<file path="config.mk">
export PLATFORM = sky130hd
export DESIGN_NAME = gsm_egress_sched
export DESIGN_NICKNAME = d
export VERILOG_FILES = /design/src/rtl/gsm_egress_sched.sv
export SDC_FILE = /design/constraint.sdc
export NUM_CORES = 1
export LEC_CHECK = 0
export ABC_CLOCK_PERIOD_IN_PS = 1600
export BUFFER_PORTS_ARGS = -buffer_cell sky130_fd_sc_hd__buf_4
export CAP_MARGIN = 20
export CORE_MARGIN = 2
export CORE_UTILIZATION = 45
export CTS_BUF_LIST = sky130_fd_sc_hd__clkbuf_8
export DETAILED_ROUTE_END_ITERATION = 10
export HOLD_SLACK_MARGIN = 0.05
export PLACE_DENSITY = 0.84
export SLEW_MARGIN = 25
export SYNTH_ARGS = -nofsm -noshare
export SYNTH_HDL_FRONTEND = slang
export SYNTH_SLANG_ARGS = --single-unit
</file>
<file path="constraint.sdc">
create_clock -name clk_80M -period 1.6 [get_ports clk_80M]
set_input_delay 0.32 -clock clk_80M [delete_from_list [all_inputs] [get_ports clk_80M]]
set_output_delay 0.32 -clock clk_80M [all_outputs]
set_load 0.03 [all_outputs]
</file>
<file path="src/rtl/gsm_egress_sched.sv">
// Packet-granular round-robin scheduler for one egress read port of the gsm shared cell buffer.
// Grants one descriptor queue at a time and issues one cell read per available slot until the packet ends.
module gsm_egress_sched #(
  parameter int NUM_REQ = 4,
  parameter int LWIDTH  = 3,
  parameter int SWIDTH  = $clog2(NUM_REQ)
) (
  input  logic                      clk_80M,
  input  logic                      clr_80M,
  input  logic [NUM_REQ-1:0]        i_req,
  input  logic [NUM_REQ*LWIDTH-1:0] i_req_len,
  input  logic                      i_rd_ready,
  output logic [NUM_REQ-1:0]        o_grant,
  output logic [SWIDTH-1:0]         o_rd_sel,
  output logic                      o_rd_en,
  output logic                      o_sop,
  output logic                      o_eop,
  output logic [NUM_REQ-1:0]        o_pop,
  output logic                      o_len_err,
  output logic                      o_busy
);

  typedef enum logic {IDLE, XFER} state_t;

  state_t              state_q, state_d;
  logic [NUM_REQ-1:0]  grant_q;
  logic [SWIDTH-1:0]   sel_q, last_q;
  logic [LWIDTH-1:0]   rem_q;
  logic                first_q, len_err_q;

  logic [SWIDTH-1:0]   idx, win;
  logic                win_vld;
  logic [LWIDTH-1:0]   win_len;
  logic                rd_en, eop;

  // Round-robin scan starting one past the last completed queue, wrapping modulo NUM_REQ.
  always_comb begin
    win     = '0;
    win_vld = 1'b0;
    idx     = '0;
    for (int unsigned i = 1; i <= NUM_REQ; i++) begin
      idx = SWIDTH'(32'(last_q) + i);
      if (!win_vld && i_req[idx]) begin
        win     = idx;
        win_vld = 1'b1;
      end
    end
  end

  assign win_len = i_req_len[win*LWIDTH +: LWIDTH];

  // State register
  always_ff @(posedge clk_80M) begin
    if (clr_80M) state_q <= IDLE;
    else         state_q <= state_d;
  end

  // Next-state logic
  always_comb begin
    state_d = state_q;
    case (state_q)
      IDLE:    if (win_vld) state_d = XFER;
      XFER:    if (eop)     state_d = IDLE;
      default: state_d = IDLE;
    endcase
  end

  // Output logic; read strobes are combinational from registered state and the slot input
  always_comb begin
    rd_en     = (state_q == XFER) && i_rd_ready && !clr_80M;
    eop       = rd_en && (rem_q == LWIDTH'(1));
    o_rd_en   = rd_en;
    o_sop     = rd_en && first_q;
    o_eop     = eop;
    o_pop     = eop ? grant_q : '0;
    o_busy    = (state_q == XFER);
    o_grant   = grant_q;
    o_rd_sel  = sel_q;
    o_len_err = len_err_q;
  end

  // Grant, remaining-cell count and round-robin pointer
  always_ff @(posedge clk_80M) begin
    if (clr_80M) begin
      grant_q   <= '0;
      sel_q     <= '0;
      rem_q     <= '0;
      first_q   <= 1'b0;
      len_err_q <= 1'b0;
      last_q    <= SWIDTH'(NUM_REQ - 1);
    end else begin
      len_err_q <= 1'b0;
      case (state_q)
        IDLE: begin
          if (win_vld) begin
            grant_q   <= NUM_REQ'(1) << win;
            sel_q     <= win;
            // A zero-length descriptor still occupies one cell so it can be popped
            rem_q     <= (win_len == '0) ? LWIDTH'(1) : win_len;
            first_q   <= 1'b1;
            len_err_q <= (win_len == '0);
          end
        end
        XFER: begin
          if (rd_en) begin
            rem_q   <= rem_q - LWIDTH'(1);
            first_q <= 1'b0;
          end
          if (eop) begin
            last_q  <= sel_q;
            grant_q <= '0;
          end
        end
        default: ;
      endcase
    end
  end

endmodule

</file>
==> metrics.txt <==
# TYPE chip_impl_metric gauge
chip_impl_info{name="status",value="complete, but fails checks"} 1
chip_impl_info{name="violated_checks",value="negative setup slack"} 1
chip_impl_info{name="timing.critical_path.cells",value="nand2b_4 -> a22oi_2 -> o221a_4 -> mux2i_2 -> a22oi_2 -> o31a_1"} 1
chip_impl_metric{name="vdd_ir_drop_max",unit="uV"} 632
chip_impl_metric{name="p_comb_share",unit="%"} 33.5
chip_impl_metric{name="worst-r2r-setup-slack",unit="ns"} -0.23
chip_impl_metric{name="maxCapViolations",unit=""} 0
chip_impl_info{name="post-synth-top-area-cell",value="sky130_fd_sc_hd__dfxtp_1"} 1
chip_impl_metric{name="worst_r2r_path_depth",unit=""} 6
chip_impl_metric{name="clock_sink_count",unit=""} 14
chip_impl_metric{name="initial_antenna_violation_count",unit=""} 0
chip_impl_metric{name="synth.net_count",unit=""} 125
chip_impl_metric{name="antenna_left",unit=""} 0
chip_impl_metric{name="coreArea",unit="sq mm"} 0.00178
chip_impl_metric{name="cts.clk_slew.worst_paths",unit="ns"} 0.06
chip_impl_metric{name="grt_overflow_total",unit=""} 0
chip_impl_metric{name="finish.cell_count_without_fillers",unit=""} 188
chip_impl_info{name="cts_tree",value="yes"} 1
chip_impl_metric{name="post_cts_hold_buffer_count",unit=""} 0
chip_impl_metric{name="leakage_power_summed_over_all_cells",unit="uW"} 0.000703
chip_impl_metric{name="grt_use_total",unit="%"} 27.3
chip_impl_metric{name="hold_ws",unit="ns"} 0.428
chip_impl_metric{name="detailed_placement_wirelength_estimate",unit="um"} 1910
chip_impl_info{name="worst_hold_startpoint",value="clr_80M"} 1
chip_impl_metric{name="report.final.hold_viol_count",unit=""} 0
chip_impl_metric{name="setup_viol",unit=""} 10
chip_impl_metric{name="netlist-cell-type-count",unit=""} 30
chip_impl_metric{name="initial_core_util",unit="%"} 49.3
chip_impl_metric{name="drt_drc_violations_left",unit=""} 0
chip_impl_info{name="setup_repair_after_global_routing_missed_its_margin",value="true"} 1
chip_impl_info{name="critical-path-top-delay-family",value="compound AO/OA/AOI/OAI gates"} 1
chip_impl_metric{name="clock_power_share",unit="%"} 31.6
chip_impl_metric{name="final-max-slew-violation-count",unit=""} 0
chip_impl_metric{name="async_reset_ff_share",unit="%"} 0
chip_impl_metric{name="final_core_util",unit="%"} 86.0
chip_impl_metric{name="seq_power_share",unit="%"} 34.9
chip_impl_metric{name="hold_path_depth",unit=""} 3
chip_impl_metric{name="fp-row-count",unit=""} 15
chip_impl_metric{name="post-place-ws",unit="ns"} -0.283
chip_impl_metric{name="timing_worst_slew_pin_value",unit="ns"} 0.326
chip_impl_info{name="ys_top_cells_by_area",value="sky130_fd_sc_hd__dfxtp_1 32%, sky130_fd_sc_hd__mux2i_1 9.1%, sky130_fd_sc_hd__nor2_1 6.8%, sky130_fd_sc_hd__a32oi_1 5.0%, sky130_fd_sc_hd__a21oi_1 4.0%"} 1
chip_impl_metric{name="ys_warn_count",unit=""} 0
chip_impl_metric{name="fmax",unit="MHz"} 546
chip_impl_info{name="postSynth.topFlopCell",value="sky130_fd_sc_hd__dfxtp_1"} 1
chip_impl_metric{name="timing.final.ws_setup",unit="ns"} -0.233
chip_impl_metric{name="power.net_switching",unit="uW"} 362
chip_impl_metric{name="cp.arrival",unit="ns"} 1.98
chip_impl_metric{name="drive_above_1_share",unit="%"} 58.9
chip_impl_info{name="grt-busiest-layer",value="met2"} 1
chip_impl_info{name="cts_root_buffer",value="sky130_fd_sc_hd__clkbuf_8"} 1
chip_impl_metric{name="gpl.final_weighted_congestion",unit=""} 0.792
chip_impl_metric{name="cp.buffers_inverters",unit=""} 0
chip_impl_metric{name="clkLatencyLatePin",unit="ns"} 0.25
chip_impl_info{name="startpoint_of_the_lowest_slack_register_to_register_path",value="last_q[1]$_SDFFE_PP1P_"} 1
chip_impl_metric{name="dp_cells",unit=""} 179
chip_impl_metric{name="numCtsBuffers",unit=""} 3
chip_impl_metric{name="dieWidth",unit="um"} 48.2
chip_impl_metric{name="finish.net_count",unit=""} 185
chip_impl_info{name="hold_path_class",value="input port to flop"} 1
chip_impl_metric{name="synthCells",unit=""} 104
chip_impl_metric{name="global_route.usage.met2",unit="%"} 50.0
chip_impl_metric{name="io_pins",unit=""} 34
chip_impl_metric{name="intPower",unit="uW"} 773
chip_impl_metric{name="critical_path.max_fanout",unit=""} 7
chip_impl_info{name="mostFrequentLayoutCells",value="51 x sky130_fd_sc_hd__buf_4, 15 x sky130_fd_sc_hd__nor2_1, 11 x sky130_fd_sc_hd__dfxtp_1"} 1
chip_impl_metric{name="slew_headroom",unit="%"} 78.1
chip_impl_metric{name="grt_util_met1",unit="%"} 25.1
chip_impl_metric{name="dr_total_vias",unit=""} 1090
chip_impl_metric{name="mappedNetlistArea",unit="sq um"} 880
chip_impl_metric{name="synth-edff-count",unit=""} 0
chip_impl_metric{name="post_synth.cell_area_avg",unit="sq um"} 8.46
chip_impl_metric{name="route.final.wire_length",unit="um"} 3570
chip_impl_metric{name="first_iter_violations",unit=""} 48
chip_impl_metric{name="fin_worst_skew",unit="ns"} 0.00285
chip_impl_metric{name="worst-endpoint-required",unit="ns"} 1.74
chip_impl_metric{name="ys_seq_area_share",unit="%"} 31.9
chip_impl_info{name="regToRegEndpoint",value="rem_q[0]$_SDFFE_PP0P_"} 1
chip_impl_info{name="critical_path.startpoint_type",value="flop"} 1
chip_impl_metric{name="viasPerCell",unit=""} 5.80
chip_impl_info{name="layout.cells.most_common",value="sky130_fd_sc_hd__buf_4"} 1
chip_impl_metric{name="dr.pass1.iters",unit=""} 4
chip_impl_info{name="worst_path_max_delay_cell",value="sky130_fd_sc_hd__dfxtp_4"} 1
chip_impl_metric{name="vias_in_the_first_global_route",unit=""} 1029
chip_impl_metric{name="numPortBuffers",unit=""} 33
chip_impl_metric{name="synthToLayoutAreaGrowth",unit="%"} 74.3
chip_impl_info{name="worst_hold_end",value="rem_q[2]$_SDFFE_PP0P_"} 1
chip_impl_metric{name="critical-path-max-stage-delay",unit="ns"} 0.38
chip_impl_metric{name="fin_total_pwr",unit="uW"} 1130
chip_impl_metric{name="grtUsageMet3",unit="%"} 6.67
chip_impl_metric{name="clk_path_buf_depth",unit=""} 2
chip_impl_metric{name="drt-wirelength-per-cell",unit="um"} 19.0
chip_impl_metric{name="finalCritPeriodShare",unit="%"} 115
chip_impl_metric{name="netSwitchingFraction",unit="%"} 31.9
chip_impl_info{name="cp_class",value="flop to flop"} 1
chip_impl_metric{name="synth_largest_type_area_fraction",unit="%"} 31.9
chip_impl_metric{name="die-area",unit="sq mm"} 0.00232
chip_impl_metric{name="grt_start_max_net_pins",unit=""} 15
chip_impl_metric{name="antenna-diode-count",unit=""} 0
chip_impl_metric{name="synth.ff_latch_count",unit=""} 14
chip_impl_metric{name="die_h",unit="um"} 48.2
chip_impl_info{name="setup.worst_path.end_class",value="flop"} 1
chip_impl_metric{name="p_per_cell_area",unit="mW/mm^2"} 740
chip_impl_metric{name="finalCriticalPeriod",unit="ns"} 1.83
chip_impl_metric{name="cts_htree_levels",unit=""} 1
chip_impl_info{name="path_common_cell",value="sky130_fd_sc_hd__a22oi_2"} 1
chip_impl_metric{name="grt_pass1_wl",unit="um"} 4250
==> worst register-to-register path, delay by kind of cell (launching register included) <==
kind	cells	cell delay (ns)
AO/OA/AOI/OAI	4	0.91
flip-flops	1	0.38
multiplexers	1	0.29
AND/OR/NAND/NOR	1	0.15
==> stage by stage <==
stage,TNS [ns],cell area [sq um]
3_3_place_gp,-0.637,1320
5_1_grt,-1.97,1530
2_1_floorplan,-0.0732,913
4_1_cts,-0.841,1460
3_5_place_dp,-1.38,1320
6_report,-1.35,1530
==> Yosys cell counts, drive strengths merged, types with 2 or more instances <==
| cell | n |
|---|---|
| ha | 2 |
| and2 | 3 |
| nor2 | 16 |
| nand2 | 9 |
| and3 | 4 |
| inv | 7 |
| buf | 3 |
| a22oi | 3 |
| a32oi | 5 |
| o21ai | 3 |
| nor3 | 3 |
| or2 | 2 |
| mux2i | 8 |
| nand2b | 2 |
| a21oi | 7 |
| dfxtp | 14 |
| nand3b | 3 |
==> power by group through the flow <==
stage / sequential (uW) / clock (uW) / combinational, uW
2_1_floorplan: 419 / 0 / 146
3_3_place_gp: 399 / 0 / 288
3_5_place_dp: 400 / 0 / 297
4_1_cts: 394 / 354 / 318
5_1_grt: 398 / 384 / 402
6_report: 396 / 358 / 380
==> sequential cells by signal (all words and copies together) (netlist names) <==
name       count
first_q        1
o_busy         1
rem_q          3
o_grant        4
o_rd_sel       2
last_q         2
o_len_err      1
==> per-layer routing <==
layer	up-vias	routed length [um]	part of all wire (%)
met5	-	0	0
met4	0	157	4.4
met3	18	294	8.2
met2	66	1750	49
met1	516	1380	39
li1	490	-	-
==> worst max path at each step <==
stage	start	endpoint	slack [ns]	cells past startpoint
after global routing	last_q[1]$_SDFFE_PP1P_	rem_q[0]$_SDFFE_PP0P_	-0.36	6
final	last_q[1]$_SDFFE_PP1P_	rem_q[0]$_SDFFE_PP0P_	-0.23	6
after global placement	last_q[1]$_SDFFE_PP1P_	rem_q[0]$_SDFFE_PP0P_	-0.12	5
after floorplan	last_q[1]$_SDFFE_PP1P_	rem_q[0]$_SDFFE_PP0P_	-0.07	8
after CTS	o_busy$_SDFF_PP0_	o_pop[3]	-0.13	5
after detailed placement	last_q[1]$_SDFFE_PP1P_	rem_q[0]$_SDFFE_PP0P_	-0.28	5
==> cell type report <==
type	count	area, sq um
inverter	7	32.5
fill	88	250
timing repair buffer	59	473
multi-input combinational	79	652
sequential	14	289
tap	25	31.3
clock buffer	4	55.1
==> what timing repair did <==
action | in CTS | in global routing
gates resized for setup | 19 | 12
endpoints found under the setup margin | 12 | 10
pin swaps | 3 | 10
setup buffers | 3 | 2
==> cell families (layout without fill, tap and decap cells) <==
family	Yosys count	after routing	share of synthesized area (%)
adder cells (fa/ha/maj)	2	2	2.84
AND/OR/NAND/NOR	45	45	28.9
flip-flops	14	14	31.9
AO/OA/AOI/OAI	24	24	20.8
multiplexers	8	8	9.10
buffers and inverters	11	70	6.54
Note: power is estimated with default switching activity, not from simulation.
